==> config.mk <==
export PLATFORM = sky130hd
export DESIGN_NAME = bram_stream_reader_flat
export DESIGN_NICKNAME = d
export VERILOG_FILES = /design/src/rtl/bram_stream_reader_pkg.sv /design/src/rtl/bram_stream_reader_if.sv /design/src/rtl/bram_stream_reader_sync_fifo.sv /design/src/rtl/bram_stream_reader.sv /design/src/flat_wrapper.sv
export SDC_FILE = /design/constraint.sdc
export NUM_CORES = 1
export LEC_CHECK = 0
export ABC_AREA = 1
export ABC_CLOCK_PERIOD_IN_PS = 3700
export BUFFER_PORTS_ARGS = -buffer_cell sky130_fd_sc_hd__buf_2
export CAP_MARGIN = 20
export CORE_MARGIN = 1
export CORE_UTILIZATION = 35
export CTS_BUF_LIST = sky130_fd_sc_hd__clkbuf_8 sky130_fd_sc_hd__clkbuf_16
export DETAILED_ROUTE_END_ITERATION = 8
export PLACE_DENSITY = 0.55
export SYNTH_ARGS = -nofsm -noshare
export SYNTH_HDL_FRONTEND = slang
export SYNTH_HIERARCHICAL = 1
export SYNTH_SLANG_ARGS = --single-unit
==> constraint.sdc <==
create_clock -name clock -period 3.7 [get_ports clock]
set_input_delay 0.555 -clock clock [delete_from_list [all_inputs] [get_ports clock]]
set_output_delay 0.555 -clock clock [all_outputs]
set_load 0.02 [all_outputs]
==> src/rtl/bram_stream_reader_pkg.sv <==
// bram_pkg: shared types and parameter legality helpers for the BRAM
// stream reader.
//   rd_state_t     - reader FSM states (IDLE, FETCH, DRAIN)
//   LAT_COMB/REG   - the two supported BRAM port B read latencies
//   latency_legal  - true for a supported BRAM_LATENCY
//   depth_legal    - true for a power-of-two FIFO depth of at least 2
package bram_pkg;

    typedef enum logic [1:0] {
        IDLE  = 2'd0,
        FETCH = 2'd1,
        DRAIN = 2'd2
    } rd_state_t;

    localparam int LAT_COMB = 0;
    localparam int LAT_REG  = 1;

    function automatic bit latency_legal(input int lat);
        return (lat == LAT_COMB) || (lat == LAT_REG);
    endfunction

    function automatic bit depth_legal(input int d);
        return (d >= 2) && ((d & (d - 1)) == 0);
    endfunction

endpackage

==> src/rtl/bram_stream_reader_if.sv <==
// bram_stream_reader_if: command and output stream of the BRAM reader.
//   cmd_valid/cmd_ready  - command handshake
//   cmd_addr             - first word address
//   cmd_len_m1           - word count minus one
//   out_data/out_last    - stream payload, last marks the final word
//   out_valid/out_ready  - stream handshake
// master: the requester/consumer side. slave: the reader.
interface bram_stream_reader_if #(
    parameter int width_a   = 8,
    parameter int widthad_a = 10
);
    logic                 cmd_valid;
    logic                 cmd_ready;
    logic [widthad_a-1:0] cmd_addr;
    logic [widthad_a-1:0] cmd_len_m1;
    logic [width_a-1:0]   out_data;
    logic                 out_valid;
    logic                 out_ready;
    logic                 out_last;

    modport master (
        output cmd_valid, cmd_addr, cmd_len_m1, out_ready,
        input  cmd_ready, out_data, out_valid, out_last
    );

    modport slave (
        input  cmd_valid, cmd_addr, cmd_len_m1, out_ready,
        output cmd_ready, out_data, out_valid, out_last
    );
endinterface

==> src/rtl/bram_stream_reader_sync_fifo.sv <==
// sync_fifo: storage FIFO with a registered head stage.
//   clock, reset_n  - clock, async active-low reset
//   flush           - synchronous clear of storage and head
//   push, din       - write side (never pushed when full)
//   count           - words in storage, excluding the head register
//   mem_pop         - storage word moves into the head this cycle
//   dout/dout_valid - registered head, held stable until dout_ready
//   dout_ready      - consumer accepts the head
module sync_fifo #(
    parameter int WIDTH = 9,
    parameter int DEPTH = 4
)(
    input  logic                   clock,
    input  logic                   reset_n,
    input  logic                   flush,
    input  logic                   push,
    input  logic [WIDTH-1:0]       din,
    output logic [$clog2(DEPTH):0] count,
    output logic                   mem_pop,
    output logic [WIDTH-1:0]       dout,
    output logic                   dout_valid,
    input  logic                   dout_ready
);
    localparam int AW = $clog2(DEPTH);
    localparam int CW = AW + 1;

    logic [WIDTH-1:0] mem [DEPTH];
    logic [AW-1:0]    wr_ptr;
    logic [AW-1:0]    rd_ptr;

    // Head refills whenever it is empty or being consumed; no bypass from
    // push, so a pushed word reaches the head one cycle later.
    assign mem_pop = (count != '0) && (!dout_valid || dout_ready);

    always_ff @(posedge clock) begin
        if (push) mem[wr_ptr] <= din;
    end

    always_ff @(posedge clock or negedge reset_n) begin
        if (!reset_n) begin
            wr_ptr     <= '0;
            rd_ptr     <= '0;
            count      <= '0;
            dout       <= '0;
            dout_valid <= 1'b0;
        end else if (flush) begin
            wr_ptr     <= '0;
            rd_ptr     <= '0;
            count      <= '0;
            dout_valid <= 1'b0;
        end else begin
            if (push)    wr_ptr <= wr_ptr + 1'b1;
            if (mem_pop) rd_ptr <= rd_ptr + 1'b1;
            count <= count + CW'(push) - CW'(mem_pop);
            if (mem_pop) begin
                dout       <= mem[rd_ptr];
                dout_valid <= 1'b1;
            end else if (dout_ready) begin
                dout_valid <= 1'b0;
            end
        end
    end
endmodule

==> src/rtl/bram_stream_reader.sv <==
// bram_stream_reader: sequential read engine on BRAM port B.
//   clock, reset_n - clock (also BRAM clock_b), async active-low reset
//   bus            - command in, {last,data} valid/ready stream out
//   abort          - cancel the command and flush buffered words
//   bram_address   - BRAM address_b
//   bram_wren      - BRAM wren_b, tied low
//   bram_q         - BRAM q_b, 0 or 1 cycle after the address
//   busy           - command active or words still buffered
module bram_stream_reader
    import bram_pkg::*;
#(
    parameter int width_a      = 8,
    parameter int widthad_a    = 10,
    parameter int BRAM_LATENCY = 0,
    parameter int FIFO_DEPTH   = 4
)(
    input  logic                  clock,
    input  logic                  reset_n,
    bram_stream_reader_if.slave   bus,
    input  logic                  abort,
    output logic [widthad_a-1:0]  bram_address,
    output logic                  bram_wren,
    input  logic [width_a-1:0]    bram_q,
    output logic                  busy
);
    localparam int CW = $clog2(FIFO_DEPTH) + 1;

    if (!latency_legal(BRAM_LATENCY) || !depth_legal(FIFO_DEPTH)) begin : g_bad_param
        $error("bram_stream_reader: BRAM_LATENCY must be 0/1, FIFO_DEPTH a power of two >= 2");
    end

    rd_state_t            state, state_nxt;
    logic [widthad_a-1:0] remaining;
    logic                 accept, credit, issue, issue_last;
    logic                 push, push_last, inflight;
    logic                 mem_pop, drain_done;
    logic [CW-1:0]        fifo_count;
    logic [width_a:0]     head;
    logic                 head_valid;

    assign bram_wren     = 1'b0;
    assign bus.cmd_ready = (state == IDLE) && !abort;
    assign accept        = bus.cmd_valid && bus.cmd_ready;

    // A storage slot being vacated this cycle counts as free, which keeps
    // one word per cycle flowing at the minimum depth with latency 1.
    assign credit     = (int'(fifo_count) + int'(inflight)) < (FIFO_DEPTH + int'(mem_pop));
    assign issue      = (state == FETCH) && !abort && credit;
    assign issue_last = issue && (remaining == '0);

    // Everything delivered once nothing is in flight, storage is empty and
    // the head is empty or leaving now.
    assign drain_done = !inflight && (fifo_count == '0) && (!head_valid || bus.out_ready);

    always_ff @(posedge clock or negedge reset_n) begin
        if (!reset_n) state <= IDLE;
        else          state <= state_nxt;
    end

    always_comb begin
        state_nxt = state;
        if (abort) begin
            state_nxt = IDLE;
        end else begin
            case (state)
                IDLE:    if (accept)     state_nxt = FETCH;
                FETCH:   if (issue_last) state_nxt = DRAIN;
                DRAIN:   if (drain_done) state_nxt = IDLE;
                default:                 state_nxt = IDLE;
            endcase
        end
    end

    always_ff @(posedge clock or negedge reset_n) begin
        if (!reset_n) begin
            bram_address <= '0;
            remaining    <= '0;
        end else if (accept) begin
            bram_address <= bus.cmd_addr;
            remaining    <= bus.cmd_len_m1;
        end else if (issue) begin
            bram_address <= bram_address + 1'b1;
            remaining    <= remaining - 1'b1;
        end
    end

    if (BRAM_LATENCY == LAT_COMB) begin : g_lat0
        assign push      = issue;
        assign push_last = issue_last;
        assign inflight  = 1'b0;
    end else begin : g_lat1
        logic last_d;
        // issue already excludes abort, so an abort drops the pending capture
        always_ff @(posedge clock or negedge reset_n) begin
            if (!reset_n) begin
                inflight <= 1'b0;
                last_d   <= 1'b0;
            end else begin
                inflight <= issue;
                last_d   <= issue_last;
            end
        end
        assign push      = inflight;
        assign push_last = last_d;
    end

    sync_fifo #(
        .WIDTH (width_a + 1),
        .DEPTH (FIFO_DEPTH)
    ) u_fifo (
        .clock      (clock),
        .reset_n    (reset_n),
        .flush      (abort),
        .push       (push),
        .din        ({push_last, bram_q}),
        .count      (fifo_count),
        .mem_pop    (mem_pop),
        .dout       (head),
        .dout_valid (head_valid),
        .dout_ready (bus.out_ready)
    );

    assign bus.out_valid = head_valid;
    assign bus.out_data  = head[width_a-1:0];
    assign bus.out_last  = head[width_a];

    assign busy = (state != IDLE) || (fifo_count != '0) || head_valid || inflight;
endmodule

==> src/flat_wrapper.sv <==
// flat-port wrapper written by rule: the top's interface ports become plain ports
module bram_stream_reader_flat import bram_pkg::*;
#(
    parameter int width_a      = 8,
    parameter int widthad_a    = 10,
    parameter int BRAM_LATENCY = 0,
    parameter int FIFO_DEPTH   = 4
)
  (clock, reset_n, abort, bram_address, bram_wren, bram_q, busy, bus_cmd_valid, bus_cmd_addr, bus_cmd_len_m1, bus_out_ready, bus_cmd_ready, bus_out_data, bus_out_valid, bus_out_last);
  bram_stream_reader_if #(.width_a(width_a), .widthad_a(widthad_a)) bus_i ();
  input  logic clock;
  input  logic reset_n;
  input  logic abort;
  output logic [widthad_a-1:0] bram_address;
  output logic bram_wren;
  input  logic [width_a-1:0] bram_q;
  output logic busy;
  input wire logic [$bits(bus_i.cmd_valid)-1:0] bus_cmd_valid;
  input wire logic [$bits(bus_i.cmd_addr)-1:0] bus_cmd_addr;
  input wire logic [$bits(bus_i.cmd_len_m1)-1:0] bus_cmd_len_m1;
  input wire logic [$bits(bus_i.out_ready)-1:0] bus_out_ready;
  output wire logic [$bits(bus_i.cmd_ready)-1:0] bus_cmd_ready;
  output wire logic [$bits(bus_i.out_data)-1:0] bus_out_data;
  output wire logic [$bits(bus_i.out_valid)-1:0] bus_out_valid;
  output wire logic [$bits(bus_i.out_last)-1:0] bus_out_last;
  assign bus_i.cmd_valid = bus_cmd_valid;
  assign bus_i.cmd_addr = bus_cmd_addr;
  assign bus_i.cmd_len_m1 = bus_cmd_len_m1;
  assign bus_i.out_ready = bus_out_ready;
  assign bus_cmd_ready = bus_i.cmd_ready;
  assign bus_out_data = bus_i.out_data;
  assign bus_out_valid = bus_i.out_valid;
  assign bus_out_last = bus_i.out_last;
  bram_stream_reader #(.width_a(width_a), .widthad_a(widthad_a), .BRAM_LATENCY(BRAM_LATENCY), .FIFO_DEPTH(FIFO_DEPTH)) u_core (.clock(clock), .reset_n(reset_n), .bus(bus_i), .abort(abort), .bram_address(bram_address), .bram_wren(bram_wren), .bram_q(bram_q), .busy(busy));
endmodule
# Word-level counts from Yosys, hierarchy flattened
# Memories as Yosys holds them, arrays and structs flattened. A register that Yosys moved wholly into a read port is not among the register bits.
# Cells that the tools add are included.
# Widths: inputs -> output; s select.
[totals] reg_bits=30 ram_bits=36 n_memories=1
[classes] add_sub_neg=7 magnitude_cmp=1 eq_ne=5 muxes=19 n_bitwise=1 n_reduce_logical=24
[memory_table] memory="u_core.u_fifo.mem" words=4 width=9 rd=1 rd_ports_with_merged_regs=1 wr=1 line_no="bram_stream_reader_sync_fifo.sv:27" rtl="logic [WIDTH-1:0] mem [DEPTH];"
[ops] operator="$mux 10" n=4
[ops] operator="$lt 4x32->1" n=1
[ops] operator="$mux 2" n=8
[ops] operator="$add 10x1->10 const B" n=1
[ops] operator="$logic_not 10->1" n=1
[ops] operator="$sub 10x1->10 const B" n=1
[ops] operator="$ne 3x2->1 const B" n=3
[ops] operator="$reduce_bool 2->1" n=4
[ops] operator="$logic_and 1x1->1" n=7
[ops] operator="$pmux 2 s3" n=1
[ops] operator="$reduce_bool 3->1" n=2
[ops] operator="$mux 1" n=5
[ops] operator="$add 2x1->2 const B" n=2
[ops] operator="$add 3x1->4 const A" n=1
[ops] operator="$add 3x1->3" n=1
[ops] operator="$logic_not 1->1" n=3
[ops] operator="$logic_not 3->1" n=1
[ops] operator="$logic_or 1x1->1" n=3
[ops] operator="$mux 3" n=1
[ops] operator="$reduce_and 3->1" n=1
[ops] operator="$sub 3x1->3" n=1
[ops] operator="$eq 2x1->1 const B" n=1
[ops] operator="$eq 2x2->1 const B" n=1
[ops] operator="$logic_not 2->1" n=1
[ops] operator="2 further kinds" n=2

# Longest topological paths before layout
# Gate-level depths: netlist of the first run.
[logic_depth] depth_word=10 mapped_depth=12 mapped_depth_nobuf=12

# Modules after synthesis
# The synthesis of the first run kept the hierarchy.
[by_module_without_submodules] mod="sync_fifo" instances=1 cells_each=238 area_per_inst_um2=2338.5
[by_module_without_submodules] mod="bram_stream_reader" instances=1 cells_each=235 area_per_inst_um2=1556.5

# Worst setup path after synthesis of the first run
# No wires, ideal clock.
[synth_timing] path_kind="input -> register" startpoint="input bus_out_ready" endpoint="register u_core.u_fifo.count[2]" t_arrival_ns=2.085 slack_ns=1.498 path_stages=11 n_path_buf=0 cell_sequence="inv_1 -> nand2_1 -> nand2_1 -> inv_1 -> nand2_1 -> a21oi_2 -> ha_1 -> inv_1 -> fa_1 -> nor2_1 -> nor2_1"
[synth_via] elab_chain_len=8
[synth_lines] element="start, declared" line_no="flat_wrapper.sv:21" rtl="input wire logic [$bits(bus_i.out_ready)-1:0] bus_out_ready;"
[synth_lines] element="$logic_or 1x1->1" line_no="bram_stream_reader_sync_fifo.sv:33" rtl="assign mem_pop = (count != '0) && (!dout_valid || dout_ready);"
[synth_lines] element="$logic_and 1x1->1" line_no="bram_stream_reader_sync_fifo.sv:33"
[synth_lines] element="named net u_core.mem_pop" line_no="bram_stream_reader.sv:36" rtl="logic mem_pop, drain_done;"
[synth_lines] element="$add 3x1->4" line_no="bram_stream_reader.sv:47" rtl="assign credit = (int'(fifo_count) + int'(inflight)) < (FIFO_DEPTH + int'(mem_pop));"
[synth_lines] element="$lt 4x32->1" line_no="bram_stream_reader.sv:47"
[synth_lines] element="$logic_and 1x1->1" line_no="bram_stream_reader.sv:48" rtl="assign issue = (state == FETCH) && !abort && credit;"
[synth_lines] element="named net u_core.issue" line_no="bram_stream_reader.sv:34" rtl="logic accept, credit, issue, issue_last;"
[synth_lines] element="$add 3x1->3" line_no="bram_stream_reader_sync_fifo.sv:54" rtl="count <= count + CW'(push) - CW'(mem_pop);"
[synth_lines] element="$sub 3x1->3" line_no="bram_stream_reader_sync_fifo.sv:54"
[synth_lines] element="$mux 3" line_no="bram_stream_reader_sync_fifo.sv:46" rtl="end else if (flush) begin"
[synth_lines] element="end signal, assigned" line_no="bram_stream_reader_sync_fifo.sv:54"
[synth_lines] element="end, declared" line_no="bram_stream_reader_sync_fifo.sv:18" rtl="output logic [$clog2(DEPTH):0] count,"
# The timed path passes the listed nets, and every way through them passes these cells.
# A chain may end at the register's enable or synchronous reset.

# Worst setup path after layout of the first run
[layout_timing] startpoint="register u_core.u_fifo.count[1]" endpoint="register u_core.u_fifo.count[2]"
[layout_via] elab_chain_len=8
[layout_lines] element="$reduce_bool 3->1" line_no="bram_stream_reader_sync_fifo.sv:33"
[layout_lines] element="$logic_and 1x1->1" line_no="bram_stream_reader_sync_fifo.sv:33"
[layout_lines] element="named net u_core.mem_pop" line_no="bram_stream_reader.sv:36"
[layout_lines] element="$add 3x1->4" line_no="bram_stream_reader.sv:47"
[layout_lines] element="$lt 4x32->1" line_no="bram_stream_reader.sv:47"
[layout_lines] element="$logic_and 1x1->1" line_no="bram_stream_reader.sv:48"
[layout_lines] element="named net u_core.issue" line_no="bram_stream_reader.sv:34"
[layout_lines] element="$add 3x1->3" line_no="bram_stream_reader_sync_fifo.sv:54"
[layout_lines] element="$sub 3x1->3" line_no="bram_stream_reader_sync_fifo.sv:54"
[layout_lines] element="$mux 3" line_no="bram_stream_reader_sync_fifo.sv:46"
# The timed path passes the listed nets, and every way through them passes these cells.

==> impl_metrics.csv, run 1 <==
group,metric,value,unit
cts,clk_pin_slew_worst_paths,0.07,ns
synth,ys.flop_type,"dfrtp_1",
placed_design,gp_congestion,0.782,
power_and_ir_drop,p_comb_frac,0.371,
setup_path,crit_slowest_cell,"dfrtp_1",
power_and_ir_drop,power.internal,1.87,mW
timing,worst_slack,1.38,ns
synth,ys_warn_count,6,
cts,cts_inserted_buffers,9,
synth,post_synth_instance_area,3890,sq um
die,initial_core_util,0.359,
setup_path,worstPathArrival,2.56,ns
synth,yosysTopAreaCellShare,0.278,
setup_path,worstPathCellList,"nor2_2 -> nand2_2 -> nand2_1 -> inv_1 -> nand2_1 -> a21oi_2 -> ha_1 -> inv_1 -> fa_1 -> nor2_1 -> nor2_1",
synth,yosysSeqAreaShare,0.528,
final_layout,area_growth,14.9,%
min_path,min_path_type,"input pin to async pin",
timing,period_share,0.627,
drt,vias,3085,
power_and_ir_drop,cellPowerDensity,700,nW/um^2
cts,cts_tree,"yes",
timing,drv_slew,0,
final_layout,drive_above_1_share,0.169,
timing,setup_viol,0,
power_and_ir_drop,ir_drop,0.357,mV
setup_path,worst-path-max-fanout,13,
placed_design,place_hpwl,5.64,mm
global_route,grt_start_max_net_pins,40,
run,cap_violations,0,
power_and_ir_drop,swShare,0.405,
die,std_cell_rows,38,
die,die_y,107,um
global_route,groute.usage.overall,0.156,
final_layout,fin_cells,672,
synth,async_flop_share,0.520,
power_and_ir_drop,p_switching,1.27,mW
cts,clk_latency,0.35,ns
setup_path,cp.depth,11,
synth,synth_seq_cells,75,
setup_path,critPathLaunchType,"flop",
synth,postSynthCellCount,473,
power_and_ir_drop,seqPwrFrac,0.406,
status,outcome,"completed",
global_route,grt_first_pass_wirelength,13.9,mm
global_route,grt_antenna_before_repair,0,
final_layout,layout.nets,568,
final_layout,diodes,0,
global_route,grt-ovfl-total,0,
timing,max_freq,431,MHz
drt,antenna_left,0,
synth,syn_nets,514,
timing,hold_viol_final,0,
cts,cts-root-buf,"clkbuf_8",
die,coreArea,10800,sq um
setup_path,cp.required,3.94,ns
setup_path,end_kind,"flop",
placed_design,port_buffers,54,
cts,hold_buffers,0,
drt,drcViolationCount,0,
setup_path,r2r-start,"u_core/u_fifo/count[1]",
timing,rsz0062_at_grt,"no",
setup_path,crit_end,"u_core/u_fifo/count[2]",
cts,post_cts_buffers,0,
placed_design,placed_cells,656,
die,io_pins,56,
timing,fin_worst_skew,0.00730,ns
drt,drt_wl_total,8.05,mm
timing,max_slew_margin,0.391,
synth,avgSynthCellArea,8.23,sq um
cts,cts_sinks,75,
timing,tns,0,ns
setup_path,cp-startpoint,"u_core/u_fifo/count[1]",
synth,yosysUniqueCellTypes,33,
drt,wire_per_inst,12.0,um
synth,synth_top_area_cell,"edfxtp_1",
cts,cts_resized,0,
die,die-area,11600,sq um
timing,layout_min_cycle_time,2.32,ns
placed_design,place_area,4250,sq um
synth,synth_most_common_cell,"nand2_1",
setup_path,crit_family,"adder cells",
cts,ctsLongestPathBuffers,2,
power_and_ir_drop,p_leak,2.29,nW
synth,synth-edff-count,36,
placed_design,place_ws,1.12,ns
setup_path,worstReg2RegEnd,"u_core/u_fifo/count[2]",
setup_path,crit_type,"flop to flop",
timing,worst_pin_slew,0.913,ns
setup_path,ff2ff_setup_slack,1.38,ns
synth,synth_common_cells,"nand2_1, inv_1, nand3_1, dfrtp_1",
synth,synth.area.top_cells,"edfxtp_1, dfrtp_1, nand2_1, inv_1, nand3_1",
power_and_ir_drop,clkPwrFrac,0.223,
cts,htree_levels,3,
final_layout,final_cell_area,4470,sq um
setup_path,path_buf_inv,2,
die,die_w,107,um
setup_path,cp_slowest_stage_delay,0.47,ns
drt,drtIter0Drc,212,
drt,via_per_inst,4.59,
setup_path,reg2reg_depth,11,
global_route,first_global_vias,2948,
drt,drt_first_pass_iters,4,
area by class of cell:
cell class                      count  area, sq um
Clock buffer                       10          138
Clock inverter                      6         83.8
Fill cell                        1133         6370
Inverter                           77          292
Multi-Input combinational cell    310         1460
Sequential cell                    75         2060
Tap cell                          140          175
Timing Repair Buffer               54          270
cell usage in the layout (no fill, tap or decap), drive strengths merged:
master and n:
edfxtp 36, nor2 38, o21bai 1, clkinv 2
and2 1, buf 54, nand3 53, ha 7
or2 6, xor2 2, nand3b 2, nand4 3
nand2 166, dfrtp 39, clkbuf 10, inv 78
o21ai 21, nor3 1, conb 1, a21oi 4
o211ai 2, clkinvlp 1, o21a 1, bufinv 2
fa 1
sequential cells by signal, summed over array words and instances (netlist names):
| name | count |
|---|---|
| u_core/u_fifo/dout_valid | 1 |
| u_core/state | 2 |
| u_core/remaining | 10 |
| u_core/u_fifo/mem | 36 |
| u_core/u_fifo/dout | 9 |
| u_core/u_fifo/count | 3 |
| u_core/u_fifo/rd_ptr | 2 |
| u_core/u_fifo/wr_ptr | 2 |
| u_core/bram_address | 10 |
layer usage:
metal,part of all wire,global-route usage,up-vias
met2,0.46,0.235,58
met4,0.015,0.0646,0
met5,0,0,-
li1,-,-,1580
met3,0.040,0.0297,8
met1,0.48,0.218,1439
worst min path at each step:
stage / from / to / cells past startpoint
after detailed placement: u_core/u_fifo/dout[2] / u_core/u_fifo/dout[2] / 2
final: reset_n / u_core/u_fifo/dout_valid / 1
after CTS: reset_n / u_core/u_fifo/dout_valid / 1
after global placement: u_core/u_fifo/dout[1] / u_core/u_fifo/dout[1] / 2
after global routing: bram_q[5] / u_core/u_fifo/mem[0][5] / 1
after floorplan: reset_n / u_core/bram_address[0] / 0
per-stage QoR:
| stage | power, mW | hold WS (ns) | util |
|---|---|---|---|
| 2_1_floorplan | 2.14 | 0.259 | - |
| 3_3_place_gp | 2.43 | 0.459 | 0.392 |
| 3_5_place_dp | 2.46 | 0.462 | 0.392 |
| 4_1_cts | 3.17 | 0.369 | 0.413 |
| 5_1_grt | 3.42 | 0.415 | 0.413 |
| 6_report | 3.13 | 0.342 | 0.413 |
cell families after synthesis:
family                     Yosys count  share of synthesized area
and+or+nand+nor                    270                      0.301
other                                1                   0.000963
xor gates and xnor gates             2                    0.00450
AOI/OAI and AO/OA                   29                     0.0408
buffers and inverters               88                     0.0973
adders and majority gates            8                     0.0276
DFF                                 75                      0.528
power groups by stage:
stage,Clock [mW],Combinational [mW],Sequential [mW]
floorplan,0,0.805,1.33
global placement,0,1.15,1.28
detailed placement,0,1.17,1.29
CTS,0.720,1.17,1.27
global route,0.756,1.35,1.31
finish,0.699,1.16,1.27
Power figures use the tool's default switching activity.
==> run 2: changes to the inputs <==
--- a/config.mk
+++ b/config.mk
@@ -6,7 +6,7 @@
 export NUM_CORES = 1
 export LEC_CHECK = 0
 export ABC_AREA = 1
-export ABC_CLOCK_PERIOD_IN_PS = 3700
+export ABC_CLOCK_PERIOD_IN_PS = 2190
 export BUFFER_PORTS_ARGS = -buffer_cell sky130_fd_sc_hd__buf_2
 export CAP_MARGIN = 20
 export CORE_MARGIN = 1
==> constraint.sdc (replaced) <==
create_clock -name clock -period 2.19 [get_ports clock]
set_input_delay 0.3285 -clock clock [delete_from_list [all_inputs] [get_ports clock]]
set_output_delay 0.3285 -clock clock [all_outputs]
set_load 0.02 [all_outputs]
==> run 2 against run 1 <==
Against the previous run: first-iteration DRC count decreased by 18%; register-to-register slack got worse by 1.1 ns; clock power increased by 63%; routed wire length increased by 8.1%; clock skew about the same; sequential cell count unchanged; combinational power increased by 73%; setup slack got worse by 1.1 ns; via count about the same; critical path type unchanged.
==> impl_metrics.csv, run 2 (synthesis gave the netlist of run 1 again) <==
group,metric,value,unit
global_route,grt_start_max_net_pins,24,
timing,period_share,0.883,
drt,top_layer,"met4",
placed_design,placed_cells,661,
setup_path,crit_type,"flop to flop",
placed_design,place_ws,0.213,ns
placed_design,place_hpwl,6.34,mm
drt,route.met2.wl,3.85,mm
drt,antenna_left,0,
timing,rsz0062_at_grt,"no",
global_route,groute.usage.overall,0.167,
final_layout,diodes,0,
final_layout,final_common_cell,"nand2_1",
drt,drcViolationCount,0,
timing,worst_pin_slew,0.539,ns
drt,drt_first_pass_iters,4,
cts,cts_sinks,75,
power_and_ir_drop,cellPowerDensity,1160,nW/um^2
run,cap_violations,0,
final_layout,drive_above_1_share,0.175,
timing,timing.hold.ws,0.208,ns
timing,tns,0,ns
global_route,grt_first_pass_wirelength,14.6,mm
setup_path,cp.required,2.20,ns
cts,clk_latency,0.35,ns
die,die-area,11600,sq um
drt,wl_met1,4.37,mm
drt,drt_wl_total,8.71,mm
global_route,grt_antenna_before_repair,0,
final_layout,utilization,0.416,
cts,cts_tree,"yes",
drt,drtIter0Drc,174,
timing,layout_min_cycle_time,1.93,ns
setup_path,worst-path-max-fanout,12,
final_layout,largest_reg_flops,36,
timing,max_slew_margin,0.640,
timing,fin_worst_skew,0.00764,ns
cts,cts-root-buf,"clkbuf_8",
setup_path,worstPathArrival,1.95,ns
die,std_cell_rows,38,
power_and_ir_drop,p_total,5.25,mW
final_layout,final_cell_mix,"nand2_1, inv_1, buf_2",
cts,htree_levels,3,
min_path,min_path_type,"input pin to flop",
power_and_ir_drop,p_leak,2.31,nW
status,outcome,"completed",
final_layout,regMostFlops,"u_core/u_fifo/mem",
cts,cts_inserted_buffers,9,
cts,ctsLongestPathBuffers,2,
final_layout,top_regs,"u_core/u_fifo/mem (36), u_core/bram_address (10), u_core/remaining (10)",
power_and_ir_drop,ir_drop,0.486,mV
setup_path,end_kind,"flop",
timing,max_freq,517,MHz
die,die_y,107,um
drt,vias,3084,
setup_path,ff2ff_setup_slack,0.26,ns
global_route,grt-ovfl-total,0,
die,initial_core_util,0.359,
drt,wl_met3,369,um
placed_design,gp_congestion,0.777,
final_layout,seq_area,2060,sq um
setup_path,critPathLaunchType,"flop",
die,coreArea,10800,sq um
timing,hold_viol_final,0,
cts,clk_pin_slew_worst_paths,0.08,ns
drt,wire_per_inst,12.8,um
final_layout,area_growth,15.7,%
global_route,first_global_vias,2865,
final_layout,layout.nets,574,
timing,worst_slack,0.255,ns
timing,setup_viol,0,
placed_design,place_area,4290,sq um
final_layout,fin_cells,678,
final_layout,multi_input_area,1460,sq um
drt,via_per_inst,4.55,
final_layout,final_cell_area,4510,sq um
die,die_w,107,um
timing,drv_slew,0,
final_layout,n_fill_cell,1108,
placed_design,port_buffers,54,
die,io_pins,56,
==> run 2: changes by cell type in the layout (fill, tap and decap cells not counted), sizes merged <==
cell         delta
buf             +5
clkbuf          -1
clkinv          +2
dlygate4sd3     +1
inv             -1
==> run 2: final cells by class <==
cell class                 count  area share
inverter                      77      0.0647
tap                          140      0.0389
clock buffer                   9      0.0275
sequential                    75       0.456
timing repair buffer          60      0.0705
clock inverter                 7      0.0186
multi-input combinational    310       0.324
==> run 2: path summary, 6_finish.rpt <==
kind	from	endpoint	depth (start not counted)
max	u_core/u_fifo/count[1]	u_core/u_fifo/mem[2][2]	9
min	bram_q[7]	u_core/u_fifo/mem[3][7]	1
max reg2reg	u_core/u_fifo/count[1]	u_core/u_fifo/mem[2][2]	9
min reg2reg	u_core/u_fifo/dout[2]	u_core/u_fifo/dout[2]	2
max in group asynchronous	reset_n	u_core/u_fifo/dout[3]	3
min in group asynchronous	reset_n	u_core/bram_address[4]	2
==> run 2: what timing repair did <==
action / 4_1_cts / 5_1_grt
endpoints found under the hold margin: 20 / 0
endpoints found under the setup margin: 0 / 0
hold buffers: 1 / 0
gates resized for setup: 0 / 0
buffers inserted: 0 / 0
==> run 2: routing by layer <==
| layer | GRT usage | vias up |
|---|---|---|
| li1 | - | 1594 |
| met1 | 0.242 | 1418 |
| met2 | 0.244 | 65 |
| met3 | 0.0315 | 7 |
| met4 | 0.0646 | 0 |
| met5 | 0 | - |
==> run 2: report_power, final <==
group | switching [mW] | total [mW] | internal, mW
Sequential | 0.297 | 2.09 | 1.80
Combinational | 1.31 | 2.01 | 0.709
Clock | 0.512 | 1.14 | 0.628
Total | 2.11 | 5.25 | 3.13
==> run 2: critical path, stage by stage (launching register included) <==
cell	delay, ns
dfrtp_1	0.46
nor2_2	0.08
nand2_2	0.10
nand2_1	0.09
inv_1	0.10
nand2_1	0.09
a21oi_2	0.15
buf_4	0.20
nand2_1	0.06
inv_1	0.27
